<file path="config.mk">
export PLATFORM = sky130hd
export DESIGN_NAME = reg_file_dump_flat
export DESIGN_NICKNAME = d
export VERILOG_FILES = /design/src/rtl/reg_file_dump_if.sv /design/src/rtl/reg_file_dump.sv /design/src/flat_wrapper.sv
export SDC_FILE = /design/constraint.sdc
export NUM_CORES = 1
export LEC_CHECK = 0
export ABC_AREA = 1
export CAP_MARGIN = 20
export CORE_ASPECT_RATIO = 2
export CORE_MARGIN = 10
export CORE_UTILIZATION = 35
export DETAILED_ROUTE_END_ITERATION = 10
export PLACE_DENSITY = 0.66
export SETUP_SLACK_MARGIN = 0.15
export SLEW_MARGIN = 25
export SYNTH_ARGS = -nofsm -noshare
export SYNTH_HDL_FRONTEND = slang
export SYNTH_SLANG_ARGS = --single-unit
</file>
<file path="constraint.sdc">
create_clock -name clk -period 1.6 [get_ports clk]
set_input_delay 0.24 -clock clk [delete_from_list [all_inputs] [get_ports clk]]
set_output_delay 0.24 -clock clk [all_outputs]
set_load 0.005 [all_outputs]
</file>
<file path="src/rtl/reg_file_dump_if.sv">
// rtl/reg_file_dump_if.sv - register-file dump sequencer bus: start/range, read port A, word stream
interface reg_file_dump_if #(
  parameter int DATA_W = 16,
  parameter int ADDR_W = 4
);
  logic              start;
  logic [ADDR_W-1:0] first_addr;
  logic [ADDR_W-1:0] last_addr;
  logic [ADDR_W-1:0] rd_addr;
  logic [DATA_W-1:0] rd_data;
  logic [DATA_W-1:0] out_data;
  logic [ADDR_W-1:0] out_addr;
  logic              out_valid;
  logic              out_ready;
  logic              busy;
  logic              done;

  modport master (
    input  start, first_addr, last_addr, rd_data, out_ready,
    output rd_addr, out_data, out_addr, out_valid, busy, done
  );

  modport slave (
    output start, first_addr, last_addr, rd_data, out_ready,
    input  rd_addr, out_data, out_addr, out_valid, busy, done
  );
endinterface

</file>
<file path="src/rtl/reg_file_dump.sv">
// rtl/reg_file_dump.sv - sweeps register file read port A over a wrapping range and streams each word
module reg_file_dump #(
  parameter int DATA_W = 16,
  parameter int ADDR_W = 4
) (
  input  logic           clk,
  input  logic           nClear,
  reg_file_dump_if.master bus
);

  localparam logic [1:0] S_IDLE    = 2'd0;
  localparam logic [1:0] S_READ    = 2'd1;
  localparam logic [1:0] S_PRESENT = 2'd2;
  localparam logic [1:0] S_DONE    = 2'd3;

  logic [1:0]        state_q, state_d;
  logic [ADDR_W-1:0] cur_q, cur_d;
  logic [ADDR_W-1:0] last_q, last_d;
  logic [DATA_W-1:0] out_data_q, out_data_d;
  logic [ADDR_W-1:0] out_addr_q, out_addr_d;
  logic              out_valid_q, out_valid_d;

  always_comb begin
    state_d     = state_q;
    cur_d       = cur_q;
    last_d      = last_q;
    out_data_d  = out_data_q;
    out_addr_d  = out_addr_q;
    out_valid_d = out_valid_q;
    case (state_q)
      S_IDLE: begin
        if (bus.start) begin
          cur_d   = bus.first_addr;
          last_d  = bus.last_addr;
          state_d = S_READ;
        end
      end
      S_READ: begin
        // Snapshot here so later changes to the register are not reflected downstream.
        out_data_d  = bus.rd_data;
        out_addr_d  = cur_q;
        out_valid_d = 1'b1;
        state_d     = S_PRESENT;
      end
      S_PRESENT: begin
        if (out_valid_q && bus.out_ready) begin
          out_valid_d = 1'b0;
          if (cur_q == last_q) begin
            state_d = S_DONE;
          end else begin
            cur_d   = cur_q + 1'b1;
            state_d = S_READ;
          end
        end
      end
      default: begin
        state_d = S_IDLE;
      end
    endcase
  end

  always_ff @(posedge clk or negedge nClear) begin
    if (!nClear) begin
      state_q     <= S_IDLE;
      cur_q       <= '0;
      last_q      <= '0;
      out_data_q  <= '0;
      out_addr_q  <= '0;
      out_valid_q <= 1'b0;
    end else begin
      state_q     <= state_d;
      cur_q       <= cur_d;
      last_q      <= last_d;
      out_data_q  <= out_data_d;
      out_addr_q  <= out_addr_d;
      out_valid_q <= out_valid_d;
    end
  end

  // Read port A is only claimed while reading/presenting; elsewhere the datapath owns it.
  assign bus.rd_addr   = (state_q == S_READ || state_q == S_PRESENT) ? cur_q : '0;
  assign bus.out_data  = out_data_q;
  assign bus.out_addr  = out_addr_q;
  assign bus.out_valid = out_valid_q;
  assign bus.busy      = (state_q != S_IDLE);
  assign bus.done      = (state_q == S_DONE);

endmodule

</file>
<file path="src/flat_wrapper.sv">
// flat-port wrapper written by rule: the top's interface ports become plain ports
module reg_file_dump_flat 
#(
  parameter int DATA_W = 16,
  parameter int ADDR_W = 4
)
  (clk, nClear, bus_start, bus_first_addr, bus_last_addr, bus_rd_data, bus_out_ready, bus_rd_addr, bus_out_data, bus_out_addr, bus_out_valid, bus_busy, bus_done);
  reg_file_dump_if #(.DATA_W(DATA_W), .ADDR_W(ADDR_W)) bus_i ();
  input  logic clk;
  input  logic nClear;
  input wire logic [$bits(bus_i.start)-1:0] bus_start;
  input wire logic [$bits(bus_i.first_addr)-1:0] bus_first_addr;
  input wire logic [$bits(bus_i.last_addr)-1:0] bus_last_addr;
  input wire logic [$bits(bus_i.rd_data)-1:0] bus_rd_data;
  input wire logic [$bits(bus_i.out_ready)-1:0] bus_out_ready;
  output wire logic [$bits(bus_i.rd_addr)-1:0] bus_rd_addr;
  output wire logic [$bits(bus_i.out_data)-1:0] bus_out_data;
  output wire logic [$bits(bus_i.out_addr)-1:0] bus_out_addr;
  output wire logic [$bits(bus_i.out_valid)-1:0] bus_out_valid;
  output wire logic [$bits(bus_i.busy)-1:0] bus_busy;
  output wire logic [$bits(bus_i.done)-1:0] bus_done;
  assign bus_i.start = bus_start;
  assign bus_i.first_addr = bus_first_addr;
  assign bus_i.last_addr = bus_last_addr;
  assign bus_i.rd_data = bus_rd_data;
  assign bus_i.out_ready = bus_out_ready;
  assign bus_rd_addr = bus_i.rd_addr;
  assign bus_out_data = bus_i.out_data;
  assign bus_out_addr = bus_i.out_addr;
  assign bus_out_valid = bus_i.out_valid;
  assign bus_busy = bus_i.busy;
  assign bus_done = bus_i.done;
  reg_file_dump #(.DATA_W(DATA_W), .ADDR_W(ADDR_W)) u_core (.clk(clk), .nClear(nClear), .bus(bus_i));
endmodule
</file>
# Yosys cells after proc, flatten, opt, wreduce, memory -nomap -nowiden
# Cells that the tools add are included.
[op_classes] n_eq_ne=7 shift=0 muxes=11 multipliers=0 order_cmp=0 bitwise_logic=0 div_mod_pow=0 add_sub_neg=1 reduce_logical=10
[op_table] op="$mux 4" count=4
[op_table] op="$pmux 4 s2" count=1
[op_table] op="$mux 2" count=3
[op_table] op="$pmux 2 s3" count=1
[op_table] op="$reduce_and 2->1" count=3
[op_table] op="$reduce_bool 2->1" count=3
[op_table] op="$add 4x1->4 const B" count=1
[op_table] op="$eq 2x2->1 const B" count=2
[op_table] op="$eq 4x4->1" count=1
[op_table] op="$ne 2x2->1 const B" count=2
[op_table] op="$reduce_and 4->1" count=1
[op_table] op="$eq 2x1->1 const B" count=1
[op_table] op="$logic_not 2->1" count=1
[op_table] op="$ne 2x1->1 const B" count=1
[op_table] op="$pmux 1 s2" count=1
[op_table] op="$logic_and 1x1->1" count=1
[op_table] op="$logic_or 1x1->1" count=1
[op_table] op="$mux 1" count=1
[word_totals] memories=0 rom_bits=0 wordCells=35 latch_bits=0 ff_bits=31 ramBits=0

# Depth between registers and ports, before layout
# Gate-level depths: netlist of the first run.
[depth] depth_word=4 ltp_mapped=9 depth_no_buf=9

# Worst setup path after synthesis of the first run
# OpenSTA, ideal clock, no wires.
[synth_timing] kind="flip-flop to flip-flop" startpoint="register u_core.state_q[0]" endpoint="register u_core.cur_q[0]" stages_incl_launch_ff=10 setup_time_ns=0.117 synth_period_minus_slack_ns=1.432 arrival_ns=1.315 path_slack_ns=0.168 path_cell_list="dfrtp_1 > inv_1 > ha_1 > inv_2 > or2_1 > nand2_2 > a21oi_4 > nand2_4 > nand2_1 > nand2_1"
[synth_between] elab_chain_len=3
[synth_lines] item="start, declared" line_no="reg_file_dump.sv:16" rtl="logic [1:0] state_q, state_d;"
[synth_lines] item="start signal, assigned" line_no="reg_file_dump.sv:71" rtl="state_q <= state_d;"
[synth_lines] item="$eq 2x2->1 / $logic_not 2->1 (equally long branches)" line_no="reg_file_dump.sv:30" rtl="case (state_q)"
[synth_lines] item="$ne 2x2->1 (no source line), or another cell as far along"
[synth_lines] item="$reduce_and 4->1 (no source line)"
[synth_lines] item="end signal, assigned" line_no="reg_file_dump.sv:72" rtl="cur_q <= cur_d;"
[synth_lines] item="end, declared" line_no="reg_file_dump.sv:17" rtl="logic [ADDR_W-1:0] cur_q, cur_d;"
# Parallel ways exist; a longest one is shown, timed or not.
# A chain may end at the register's enable or synchronous reset.

# Worst setup path after layout of the first run
[layout_timing] startpoint="register u_core.state_q[0]" endpoint="output port bus_rd_addr[0]"
[layout_between] elab_chain_len=3
[layout_lines] item="$eq 2x1->1 / $eq 2x2->1 (equally long branches)" line_no="reg_file_dump.sv:81" rtl="assign bus.rd_addr = (state_q == S_READ || state_q == S_PRESENT) ? cur_q : '0;"
[layout_lines] item="$logic_or 1x1->1 (*)" line_no="reg_file_dump.sv:81"
[layout_lines] item="$mux 4 (*)" line_no="reg_file_dump.sv:81"
[layout_lines] item="end, declared" line_no="flat_wrapper.sv:16" rtl="output wire logic [$bits(bus_i.rd_addr)-1:0] bus_rd_addr;"
# Every way passes the cells marked *; elsewhere a longest branch is shown, timed or not.

==> impl_metrics.csv, run 1 <==
group,metric,value,unit
critical_path,critPathCaptureType,"primary output",
die,design.core.area,4090,um^2
global_route,grt.overflow.total,0,
critical_path,critical_path_arrival,1.23,ns
cts,cts_inserted_buffers,5,
timing,report.final.hold_viol_count,0,
route,1st_iter_drt_viols,36,
global_route,global_route_wire_length_before_repair,6640,um
place,placed_wire_length_estimate,3120,um
power,max-vdd-ir-drop,1400,uV
timing,rsz_0062_raised_after_global_routing,"yes",
die,design.portCount,55,
critical_path,cpPeakStageDelay,0.37,ns
timing,final-setup-viol-count,0,
cts,root_buffer,"clkbuf_8",
critical_path,timing.critical_path.slowest_stage_cell,"dfrtp_1",
critical_path,endpoint_of_the_worst_register_to_register_path,"u_core.cur_q[2]",
min_path,hold_path.class,"input pin to async pin",
finish,multi_input_area,709,um^2
logic_synthesis,post_synthesis_net_count,180,
route,post_drt_via_cell_ratio,4.69,
logic_synthesis,ys_ff_latch,31,
route,drc,0,
timing,finalCritPeriodShare,92.0,%
finish,design.final.nets,255,
finish,drive_gt1_share,25.8,%
die,initial_core_util,36.4,%
die,die-height,112,um
route,postRouteWirelength,4280,um
run,drv_cap,0,
cts,clk_latency,0.28,ns
logic_synthesis,synth_ff_type,"dfrtp_1",
route,antenna_violating_nets_post_route,0,
power,leakagePower,1.12,nW
timing,tightest_pin_transition,0.394,ns
critical_path,cp-start-kind,"flip-flop",
logic_synthesis,synth.lib_cells_used.distinct,23,
timing,achievable-frequency,680,MHz
critical_path,worstPathRequired,1.36,ns
finish,final_cell_area,2380,um^2
logic_synthesis,yosys_warnings,0,
finish,regArea,776,um^2
critical_path,critical_path_cell_count,5,
logic_synthesis,sequential_share_of_the_synthesized_area,52.1,%
timing,finalCriticalPeriod,1.47,ns
route,avgRoutedWirePerCell,15.7,um
place,place_worst_setup_slack,-0.0248,ns
global_route,number_of_global_route_vias_before_repair,1397,
timing,final_max_slew_viol_count,0,
finish,layout.filler_cells,345,
logic_synthesis,synth-edff-count,0,
logic_synthesis,netlist_instances,146,
logic_synthesis,synth.avg_cell_area,10.2,um^2
critical_path,critical_path.max_fanout,5,
critical_path,timing.reg2reg.worst_path_depth,9,
die,placement_rows,33,
cts,clkSlewWorstSetupHoldPaths,0.06,ns
critical_path,timing_worst_setup_path_type,"flip-flop to primary output",
finish,area_delta_synth_final,60.1,%
cts,tritoncts_num_sinks,31,
route,dr_total_vias,1281,
finish,n_antenna_cell,0,
global_route,grt_antenna_before_repair,0,
timing,final.setup.worst_slack,0.129,ns
route,drt-pass1-iter-count,4,
critical_path,cp_cell_sequence,"inv_2 -> ha_4 -> nand2_1 -> inv_1 -> buf_2",
cts,clock_path_buffers,2,
critical_path,worstPathBufferInverterCount,3,
place,numPortBuffers,54,
cts,cts_hold_repair.buffers,0,
timing,fin_tns_setup,0,ns
logic_synthesis,synth_area,1490,um^2
global_route,grtUsageTotal,11.4,%
critical_path,r2r_setup_slack,0.14,ns
timing,fin_worst_skew,0.00436,ns
die,die_area,7420,um^2
place,place_congestion,0.840,
critical_path,worst_setup_path_startpoint,"u_core.state_q[0]",
finish,fin_util,58.3,%
logic_synthesis,async_flop_share,100,%
critical_path,timing.rr.start,"u_core.state_q[1]",
critical_path,timing.critical_path.max_delay_family,"flip-flops",
place,placedInstanceArea,2150,um^2
status,run_status,"finished, final reports clean",
power,power_density,2070,nW/um^2
timing,max-slew-margin-rel,73.8,%
global_route,grt_max_degree,32,
cts,cts_htree_levels,2,
cts,cts_tree,"yes",
die,die_width,66.1,um
==> state kept, by name, summed over array words and instances, names as in the netlist <==
register,cells
u_core.bus.out_valid,1
u_core.cur_q,4
u_core.last_q,4
u_core.bus.out_data,16
u_core.bus.out_addr,4
u_core.state_q,2
==> cells in the mapped netlist (2+ instances only) <==
library cell | count | area share, %
mux2_1 | 18 | 14
dfrtp_1 | 31 | 52
nand2_1 | 32 | 8.1
nor2_4 | 2 | 1.5
a21oi_1 | 8 | 2.7
inv_1 | 11 | 2.8
o21ai_0 | 4 | 1.3
nand2_4 | 2 | 1.5
nor2_1 | 8 | 2.0
inv_2 | 4 | 1.0
ha_1 | 6 | 5.0
buf_2 | 2 | 0.67
nand3_1 | 8 | 2.7
==> repair_timing <==
action / in CTS / in global routing
pin swaps: 5 / 7
setup buffers: 5 / 3
cloned: 0 / 1
resized for setup: 28 / 19
endpoints found under the setup margin: 12 / 30
==> cell families (layout without fill, tap and decap cells) <==
| kind of cell | Yosys count | count (layout) | share of synthesized area (%) |
|---|---|---|---|
| and+or+nand+nor | 56 | 56 | 17.5 |
| DFF | 31 | 31 | 52.1 |
| buffers and inverters | 19 | 94 | 5.21 |
| muxes | 18 | 18 | 13.6 |
| AOI/OAI and AO/OA | 15 | 15 | 5.89 |
| adders and majority gates | 6 | 6 | 5.05 |
| xor gates and xnor gates | 1 | 1 | 0.589 |
==> report_power, final <==
part	internal [mW]	switching [mW]	leakage (nW)	total, mW
Combinational	1.58	1.28	0.706	2.86
Sequential	1.19	0.273	0.364	1.47
Clock	0.337	0.280	0.0470	0.616
==> how the worst max path moves through the flow <==
stage	end	slack [ns]
3_3_place_gp	bus_rd_addr[0]	0.02
6_report	bus_rd_addr[0]	0.13
4_1_cts	bus_rd_addr[0]	0.06
3_5_place_dp	bus_rd_addr[0]	-0.02
5_1_grt	u_core.cur_q[0]	0.04
2_1_floorplan	u_core.cur_q[0]	0.17
==> layer usage <==
metal / track usage (%) / wire, um / vias to the layer above
met5: 0 / 0 / -
met4: 5.49 / 94 / 0
met3: 4.18 / 302 / 9
met2: 19.3 / 2340 / 41
met1: 11.7 / 1540 / 611
li1: - / - / 620
==> area by class of cell <==
class	instances	area share (%)
clock buffers	6	3.47
inverters	16	2.52
multi-input cells	96	29.8
repair buffers	71	28.7
flip-flops and latches	31	32.6
well taps	52	2.73
clock inverters	1	0.210
==> metrics by stage <==
step,hold WS [ns],power (mW),instances
finish,0.363,4.94,273
global route,0.410,5.32,273
CTS,0.375,4.69,269
detailed placement,0.474,3.94,257
global placement,0.467,3.85,257
floorplan,-0.0556,2.68,146
==> layout by cell type, fill, tap and decap left out, types with 2 or more instances in the layout <==
master	instances
buf_6	3
nor2_2	2
nand2_2	5
clkbuf_8	6
mux2_1	18
inv_2	7
o21ai_0	4
a21oi_2	2
buf_4	13
nor2_4	2
inv_1	8
buf_2	4
nand3_1	8
ha_4	3
clkdlybuf4s50_1	47
nand2_4	4
ha_1	3
dfrtp_1	31
a21oi_1	6
nor2_1	7
nand2_1	26
(Power assumes the default switching activity.)
==> run 2, diff against run 1 <==
--- a/config.mk
+++ b/config.mk
@@ -11,7 +11,7 @@
 export CORE_MARGIN = 10
 export CORE_UTILIZATION = 35
 export DETAILED_ROUTE_END_ITERATION = 10
-export PLACE_DENSITY = 0.66
+export PLACE_DENSITY = 0.63
 export SETUP_SLACK_MARGIN = 0.15
 export SLEW_MARGIN = 25
 export SYNTH_ARGS = -nofsm -noshare
==> run 2 against run 1 <==
Core utilization increased by 2.6 points; sequential cell count unchanged; non-clock buffer count unchanged; register-to-register slack better by 0.02 ns; critical endpoint unchanged; sequential share of layout area fell by 1.4 points; wire length up 6.3%; highest routed layer unchanged; global-route usage hardly changed; design area increased by 4.4%; clock-buffer cell count unchanged; largest cell class unchanged.
==> impl_metrics.csv, run 2 (synthesis gave the netlist of run 1 again) <==
group,metric,value,unit
status,run_status,"finished, final reports clean",
finish,n_antenna_cell,0,
critical_path,timing_worst_setup_path_type,"flip-flop to primary output",
global_route,grt_antenna_before_repair,0,
die,placement_rows,33,
route,post_drt_via_cell_ratio,4.68,
timing,report.final.hold_viol_count,0,
global_route,grt.overflow.total,0,
route,postRouteWirelength,4540,um
global_route,grt_max_degree,32,
cts,cts_inserted_buffers,5,
cts,clk_latency,0.28,ns
route,drt-pass1-iter-count,4,
power,leakagePower,1.20,nW
finish,multi_input_area,763,um^2
power,power_density,2210,nW/um^2
critical_path,worstPathRequired,1.36,ns
cts,clock_path_buffers,2,
timing,achievable-frequency,649,MHz
place,numPortBuffers,54,
die,initial_core_util,36.4,%
timing,final-setup-viol-count,0,
timing,final_max_slew_viol_count,0,
timing,finalCriticalPeriod,1.54,ns
critical_path,cp-start-kind,"flip-flop",
finish,design.final.nets,255,
global_route,number_of_global_route_vias_before_repair,1315,
timing,tightest_pin_transition,0.408,ns
timing,fin_worst_skew,0.00240,ns
die,die_area,7420,um^2
finish,regArea,776,um^2
route,avgRoutedWirePerCell,16.6,um
route,dr_total_vias,1281,
route,1st_iter_drt_viols,45,
min_path,hold_path.class,"input pin to async pin",
finish,layout.cells.most_common_list,"clkdlybuf4s50_1, dfrtp_1, nand2_1, mux2_4, buf_4",
place,place_congestion,0.884,
finish,area_delta_synth_final,67.2,%
cts,cts_tree,"yes",
finish,mostFrequentLayoutCell,"clkdlybuf4s50_1",
global_route,grtUsageTotal,11.4,%
global_route,global_route_wire_length_before_repair,6580,um
finish,layout.filler_cells,340,
cts,cts_htree_levels,2,
critical_path,critPathCaptureType,"primary output",
place,placed_wire_length_estimate,3150,um
critical_path,critical_path_arrival,1.30,ns
timing,final.hold.worst_slack,0.358,ns
cts,root_buffer,"clkbuf_8",
die,die-height,112,um
cts,clkSlewWorstSetupHoldPaths,0.06,ns
power,max-vdd-ir-drop,1520,uV
route,drc,0,
finish,largest_register_ff_count,16,
route,antenna_violating_nets_post_route,0,
cts,cts_hold_repair.buffers,0,
die,die_width,66.1,um
critical_path,critical_path.max_fanout,4,
timing,max-slew-margin-rel,72.8,%
timing,fin_tns_setup,0,ns
timing,finalCritPeriodShare,96.3,%
die,design.portCount,55,
timing,rsz_0062_raised_after_global_routing,"yes",
finish,drive_gt1_share,31.5,%
cts,tritoncts_num_sinks,31,
run,drv_cap,0,
die,design.core.area,4090,um^2
[run 2: changes by cell type in the layout (fill, tap and decap cells not counted), sizes merged]
cell    previous run  this run
bufinv             0         1
clkbuf             8         9
buf               21        20
[run 2: critical path: stages (launching register included)]
cell and delay [ns]:
dfrtp_1 0.40, inv_2 0.09, ha_4 0.22, buf_6 0.12
nand2_4 0.05, inv_2 0.03, buf_6 0.10
[run 2: routing by layer]
layer	global-route usage [%]	wire, um
met1	12.1	1680
met2	19.1	2470
met3	3.59	295
met4	5.91	99
met5	0	0
[run 2: area by class of cell]
type / instances / share of cell area, %
tap: 52 / 2.62
clock buffer: 6 / 3.32
sequential: 31 / 31.2
timing repair buffer: 71 / 28.4
multi-input combinational: 96 / 30.7
inverter: 16 / 2.41
clock inverter: 2 / 1.41
[run 2: repair_timing]
item / CTS / global route
pin swaps: 2 / 4
setup buffers: 4 / 3
cloned: 0 / 2
gates resized for setup: 32 / 29
setup endpoints to repair: 12 / 29
[run 2: path summary, 6_finish.rpt]
path	startpoint	endpoint	slack, ns	cells after the start
hold reg to reg	u_core.bus.out_data[12]	u_core.bus.out_data[12]	0.51	1
hold / removal	nClear	u_core.bus.out_data[11]	0.36	2
setup reg to reg	u_core.state_q[1]	u_core.bus.out_data[1]	0.16	6
setup / recovery	u_core.state_q[0]	bus_rd_addr[0]	0.06	6
min in group clk	u_core.bus.out_data[12]	u_core.bus.out_data[12]	0.51	1
max in group asynchronous	nClear	u_core.cur_q[1]	0.95	2
[run 2: metrics by stage]
step | total power, mW | util [%] | instance area (um^2) | cells | setup slack [ns]
floorplan | 2.68 | - | 1490 | 146 | 0.168
global placement | 3.87 | 52.6 | 2150 | 257 | -0.00285
detailed placement | 3.95 | 52.6 | 2150 | 257 | -0.0403
CTS | 4.91 | 56.6 | 2310 | 269 | 0.0630
global route | 5.87 | 60.9 | 2490 | 274 | 0.0213
finish | 5.49 | 60.9 | 2490 | 274 | 0.0587
[run 2: where the power goes]
group | internal, mW | switching (mW)
sequential | 1.19 | 0.283
combinational | 1.87 | 1.34
clock | 0.503 | 0.296
==> run 3, diff against run 2 <==
==> constraint.sdc (replaced) <==
create_clock -name clk -period 1.8 [get_ports clk]
set_input_delay 0.27 -clock clk [delete_from_list [all_inputs] [get_ports clk]]
set_output_delay 0.27 -clock clk [all_outputs]
set_load 0.005 [all_outputs]
==> run 3 against run 2 <==
Clock skew rose by 0.0043 ns; wire length down 12%; sequential power down 11%; hold slack improved by 0.016 ns; clock-buffer cell count did not move; clock power down 12%; combinational power decreased by 30%; final cell count down 2.6%; core utilization fell by 5.1 points; worst setup slack improved by 0.12 ns; design area decreased by 8.4%.
==> impl_metrics.csv, run 3 (synthesis gave the netlist of run 1 again) <==
group,metric,value,unit
critical_path,critical_path_arrival,1.78,ns
finish,layout.cells.most_common_list,"clkdlybuf4s50_1, nand2_1, dfrtp_1, mux2_1",
global_route,number_of_global_route_vias_before_repair,1321,
finish,fin_util,55.8,%
finish,area_delta_synth_final,53.2,%
status,run_status,"finished, final reports clean",
finish,mostFrequentLayoutCell,"clkdlybuf4s50_1",
power,switching_power_of_the_nets,1.53,mW
timing,tightest_pin_transition,0.432,ns
route,dr_total_vias,1233,
place,numPortBuffers,54,
route,met3_length,274,um
min_path,hold_path.class,"input pin to async pin",
cts,root_buffer,"clkbuf_8",
timing,fin_worst_skew,0.00667,ns
place,placedInstanceArea,2110,um^2
power,internal-power,2.72,mW
route,drc,0,
power,sequentialPowerShare,30.7,%
timing,finalCritPeriodShare,89.8,%
timing,rsz_0062_raised_after_global_routing,"yes",
route,met1Wirelength,1540,um
critical_path,critPathCaptureType,"flip-flop",
power,switching_share,36.0,%
timing,final-setup-viol-count,0,
timing,final.hold.worst_slack,0.374,ns
finish,drive_gt1_share,18.1,%
global_route,grt_antenna_before_repair,0,
global_route,grt_max_degree,32,
cts,clkSlewWorstSetupHoldPaths,0.07,ns
route,drt-pass1-iter-count,4,
run,drv_cap,0,
timing,max-slew-margin-rel,71.2,%
global_route,grtUsageTotal,11.2,%
critical_path,critical_path.max_fanout,18,
power,power_density,1860,nW/um^2
timing,fin_tns_setup,0,ns
route,postRouteWirelength,3990,um
die,die_width,66.1,um
power,leakagePower,1.07,nW
cts,clock_path_buffers,2,
route,route.met2.wl,2090,um
timing,final_max_slew_viol_count,0,
timing,final.setup.worst_slack,0.184,ns
finish,n_antenna_cell,0,
timing,finalCriticalPeriod,1.62,ns
critical_path,worstPathRequired,1.97,ns
route,highest_metal_layer_used_by_the_detailed_router,"met4",
route,post_drt_via_cell_ratio,4.62,
die,design.portCount,55,
finish,final_cell_area,2280,um^2
timing,achievable-frequency,619,MHz
power,pwr-share-comb,52.7,%
cts,cts_tree,"yes",
die,initial_core_util,36.4,%
timing,report.final.hold_viol_count,0,
place,place_worst_setup_slack,0.0227,ns
power,max-vdd-ir-drop,1210,uV
die,placement_rows,33,
route,avgRoutedWirePerCell,15.0,um
place,placed_wire_length_estimate,3040,um
global_route,grt.overflow.total,0,
power,clock_power_share,16.6,%
critical_path,cp-start-kind,"flip-flop",
critical_path,timing_worst_setup_path_type,"flip-flop to flip-flop",
cts,clk_latency,0.29,ns
finish,largest_register_ff_count,16,
cts,cts_hold_repair.buffers,0,
die,die-height,112,um
finish,design.final.nets,248,
cts,cts_inserted_buffers,5,
place,place_congestion,0.825,
route,antenna_violating_nets_post_route,0,
cts,cts_htree_levels,2,
die,design.core.area,4090,um^2
die,die_area,7420,um^2
cts,tritoncts_num_sinks,31,
global_route,global_route_wire_length_before_repair,6600,um
route,1st_iter_drt_viols,37,
==> run 3: routing by layer <==
| metal | vias up | global-route usage (%) |
|---|---|---|
| met5 | - | 0 |
| met4 | 0 | 5.06 |
| met3 | 8 | 3.98 |
| met1 | 576 | 11.9 |
| li1 | 607 | - |
| met2 | 42 | 18.9 |
==> run 3: path summary, 6_finish.rpt <==
check / start / to / slack, ns / cells after the start
max in group asynchronous: nClear / u_core.bus.out_addr[1] / 1.14 / 2
min: nClear / u_core.bus.out_data[11] / 0.37 / 2
max: u_core.state_q[1] / u_core.bus.out_data[15] / 0.18 / 5
min reg2reg: u_core.bus.out_data[3] / u_core.bus.out_data[3] / 0.48 / 1
min in group clk: u_core.bus.out_data[3] / u_core.bus.out_data[3] / 0.48 / 1
max reg2reg: u_core.state_q[1] / u_core.bus.out_data[15] / 0.18 / 5
==> run 3: power by group through the flow <==
stage | registers, mW | clock network (mW) | logic (mW)
CTS | 1.30 | 0.720 | 2.17
finish | 1.31 | 0.705 | 2.24
global placement | 1.30 | 0 | 2.04
global route | 1.36 | 0.754 | 2.48
detailed placement | 1.33 | 0 | 2.08
floorplan | 1.29 | 0 | 1.10
==> run 3: final cells by class <==
class                           count  area (um^2)
Multi-Input combinational cell     96          664
Tap cell                           52         65.1
Fill cell                         350         1810
Clock buffer                        6         82.6
Sequential cell                    31          776
Timing Repair Buffer               64          597
Clock inverter                      2         35.0
Inverter                           16         60.1
==> run 3: what timing repair did <==
item | in CTS | in global routing
setup endpoints to repair | 30 | 9
gates resized for setup | 11 | 11
pin swaps | 1 | 1
buffers inserted | 3 | 3
hold endpoints to repair | 0 | 0
==> run 3: per-stage QoR <==
| stage | cells | power [mW] |
|---|---|---|
| after global routing | 267 | 4.60 |
| final | 267 | 4.25 |
| after CTS | 264 | 4.19 |
| after global placement | 253 | 3.34 |
| after detailed placement | 253 | 3.41 |
| after floorplan | 146 | 2.39 |
==> run 3: worst max-delay path, stage by stage, from the launching register on <==
cell and delay (ns):
dfrtp_1 0.39, inv_2 0.09, buf_4 0.11, buf_4 0.09, ha_2 0.44, mux2_1 0.38
==> edit 1: new RTL, flow settings as in run 1 <==
`ADDR_W` is set to 4 in 3 places; all go to 5.
--- a/src/rtl/reg_file_dump_if.sv
+++ b/src/rtl/reg_file_dump_if.sv
@@ -2,5 +2,5 @@
 interface reg_file_dump_if #(
   parameter int DATA_W = 16,
-  parameter int ADDR_W = 4
+  parameter int ADDR_W = 5
 );
   logic              start;
--- a/src/rtl/reg_file_dump.sv
+++ b/src/rtl/reg_file_dump.sv
@@ -2,5 +2,5 @@
 module reg_file_dump #(
   parameter int DATA_W = 16,
-  parameter int ADDR_W = 4
+  parameter int ADDR_W = 5
 ) (
   input  logic           clk,
--- a/src/flat_wrapper.sv
+++ b/src/flat_wrapper.sv
@@ -3,5 +3,5 @@
 #(
   parameter int DATA_W = 16,
-  parameter int ADDR_W = 4
+  parameter int ADDR_W = 5
 )
   (clk, nClear, bus_start, bus_first_addr, bus_last_addr, bus_rd_data, bus_out_ready, bus_rd_addr, bus_out_data, bus_out_addr, bus_out_valid, bus_busy, bus_done);
Interface: changed (resized bus_first_addr, bus_last_addr, bus_out_addr and bus_rd_addr); port bits go from 55 to 59. No check against the original RTL was run, so the function may have changed too.
==> edit 1 against run 1 <==
Power increased by 24%; routed wire length increased by 15%; cell area increased by 19%; via count increased by 17%; utilization increased by 3.3 points; sequential cell count increased by 3; largest cell class is now multi-input gates; highest routed layer unchanged; area after synthesis increased by 11%; clock power increased by 9.6%; setup slack got worse by 0.10 ns; count of clock-buffer cells in the layout unchanged; non-clock buffer count increased by 16.
==> edit 1: results (changes against run 1) <==
| Metric | Value |
|---|---|
| Outcome | `finished, final reports clean` |
| Unique masters post-synth | `25 (+8.7%)` |
| Mux contribution to synthesized area | `11.6% (-2.0 points)` |
| Syn_area_per_cell | `9.74 um2 (-4.5%)` |
| Clock-pin slew on the worst setup and hold paths | `0.07 ns` |
| Clk_lat worst skew | `0.29 ns` |
| Max reg flops | `16 (unchanged)` |
| Critical path arrival | `1.80 ns (+0.57 ns)` |
| Detailed Place HPWL | `3320 um (+6.5%)` |
| Max incr delay on CP | `0.39 ns (+0.02 ns)` |
| Placer Congestion | `0.840 (about the same)` |
| CP Max Fanout | `7 (+2)` |
| CTS Buffer Depth | `2 (unchanged)` |
| Layout cells sized above 1 | `36.3% (+11 points)` |
| CP top delay family | `simple AND/OR/NAND/NOR gates` |
| Vias | `1501 (+17%)` |
| Max VDD drop | `1670 uV (+19%)` |
| Synth Warn # | `0 (unchanged)` |
| First-pass GRT wire length | `7160 um (+7.7%)` |
| Largest net degree at the start of global routing | `26 (-19%)` |
| Area contributors post-synth | `dfrtp_1, nand2_1, mux2_1` |
| GRT Resource Usage Total | `11.7% (+0.36 points)` |
| Post-synthesis sequential area ratio | `51.7% (-0.43 points)` |
| Drt first pass iters | `4 (unchanged)` |
| Post-synth ARST share | `100% (unchanged)` |
| I/O Buffers | `58 (+7.4%)` |
| Initial antenna violation count | `0 (unchanged)` |
| Ant diodes | `0 (unchanged)` |
| Synth top cells by count | `nand2_1, dfrtp_1, inv_1` |
| Clock Root Buffer | `clkbuf_8` |
| DRT iter0 DRCs | `30 (-17%)` |
| Worst min-delay path class | `in -> async` |
| Synth Area in Adders | `4.56% (-0.48 points)` |
| DR WL/cell | `15.7 um (+0.37%)` |
| Post-Route WL | `4940 um (+15%)` |
| Fin Clk Skew | `0.00426 ns (-0.000104 ns)` |
| Cts bufs inserted | `5 (unchanged)` |
| Slowest CP cell | `dfrtp_1` |
| Compound-Gate Fraction of Synth Area | `6.77% (+0.88 points)` |
| Worst-Margin Slew | `0.458 ns (+0.0647 ns)` |
| # fillers | `391 (+13%)` |
| Syn_nets | `205 (+14%)` |
| Placed cell count | `286 (+11%)` |
| Xor/xnor cell area share of the yosys netlist | `1.06% (+0.48 points)` |
| Reg2Reg Depth | `11 (+2)` |
| Vias in the first global route | `1507 (+7.9%)` |
| H-tree depth | `2 (unchanged)` |
| Place WS | `-0.0501 ns (-0.0253 ns)` |
| Main synth FF type | `dfrtp_1` |
| Leakage Power | `0.00138 uW (+24%)` |
edit 1: changes by cell type in the layout (fill, tap and decap cells not counted), moves of 4 or more:
cell	change
a21oi_1	+4
buf_4	+5
nand2_2	+4
buf_6	+7
mux2_4	+17
mux2_1	-18
edit 1: cell families after synthesis:
logic type                 after synthesis
muxes                                   17
adders and majority gates                6
AOI/OAI and AO/OA                       19
DFF                                     34
xor gates and xnor gates                 2
buffers and inverters                   25
and+or+nand+nor                         66
edit 1: power breakdown:
group / switching [uW] / internal (uW) / total, uW
clock: 329 / 346 / 675
combinational: 1570 / 2220 / 3790
sequential: 345 / 1300 / 1650
total: 2240 / 3870 / 6110
edit 1: final timing paths:
| path | from | to | slack, ns |
|---|---|---|---|
| worst min register to register | u_core.bus.out_data[8] | u_core.bus.out_data[8] | 0.51 |
| worst max-delay path | u_core.state_q[0] | u_core.cur_q[2] | 0.03 |
| min in group clk | u_core.bus.out_data[8] | u_core.bus.out_data[8] | 0.51 |
| max in group asynchronous | nClear | u_core.bus.out_data[13] | 0.59 |
| worst min-delay path | nClear | u_core.bus.out_addr[0] | 0.43 |
| worst max register to register | u_core.state_q[0] | u_core.cur_q[2] | 0.03 |
edit 1: through the flow:
stage	cell area (um2)	power, uW	setup TNS (ns)	hold WS, ns
floorplan	1650	2960	0	-0.0556
global placement	2350	4240	-0.0489	0.215
detailed placement	2350	4310	-0.187	0.214
CTS	2540	5260	0	0.438
global route	2830	6590	-0.303	0.470
finish	2830	6110	0	0.433
edit 1: final cells by class:
class	instances	area [um2]	area share [%]
timing repair buffer	87	863	30.5
tap	55	68.8	2.43
sequential	34	851	30.1
inverter	20	85.1	3.01
clock inverter	2	12.5	0.442
clock buffer	6	82.6	2.92
multi-input combinational	110	867	30.6
edit 1: layer usage:
layer	routed length, um	track usage, %
met1	1790	11.7
met2	2670	20.4
met3	298	3.24
met4	176	7.15
met5	0	0
edit 1: timing repair:
| action | CTS | global route |
|---|---|---|
| gates resized for setup | 43 | 45 |
| hold buffers | 1 | 0 |
| setup endpoints to repair | 14 | 35 |
| pin swaps | 4 | 6 |
| buffers inserted | 6 | 10 |
| hold endpoints to repair | 19 | 0 |
| cloned | 0 | 3 |
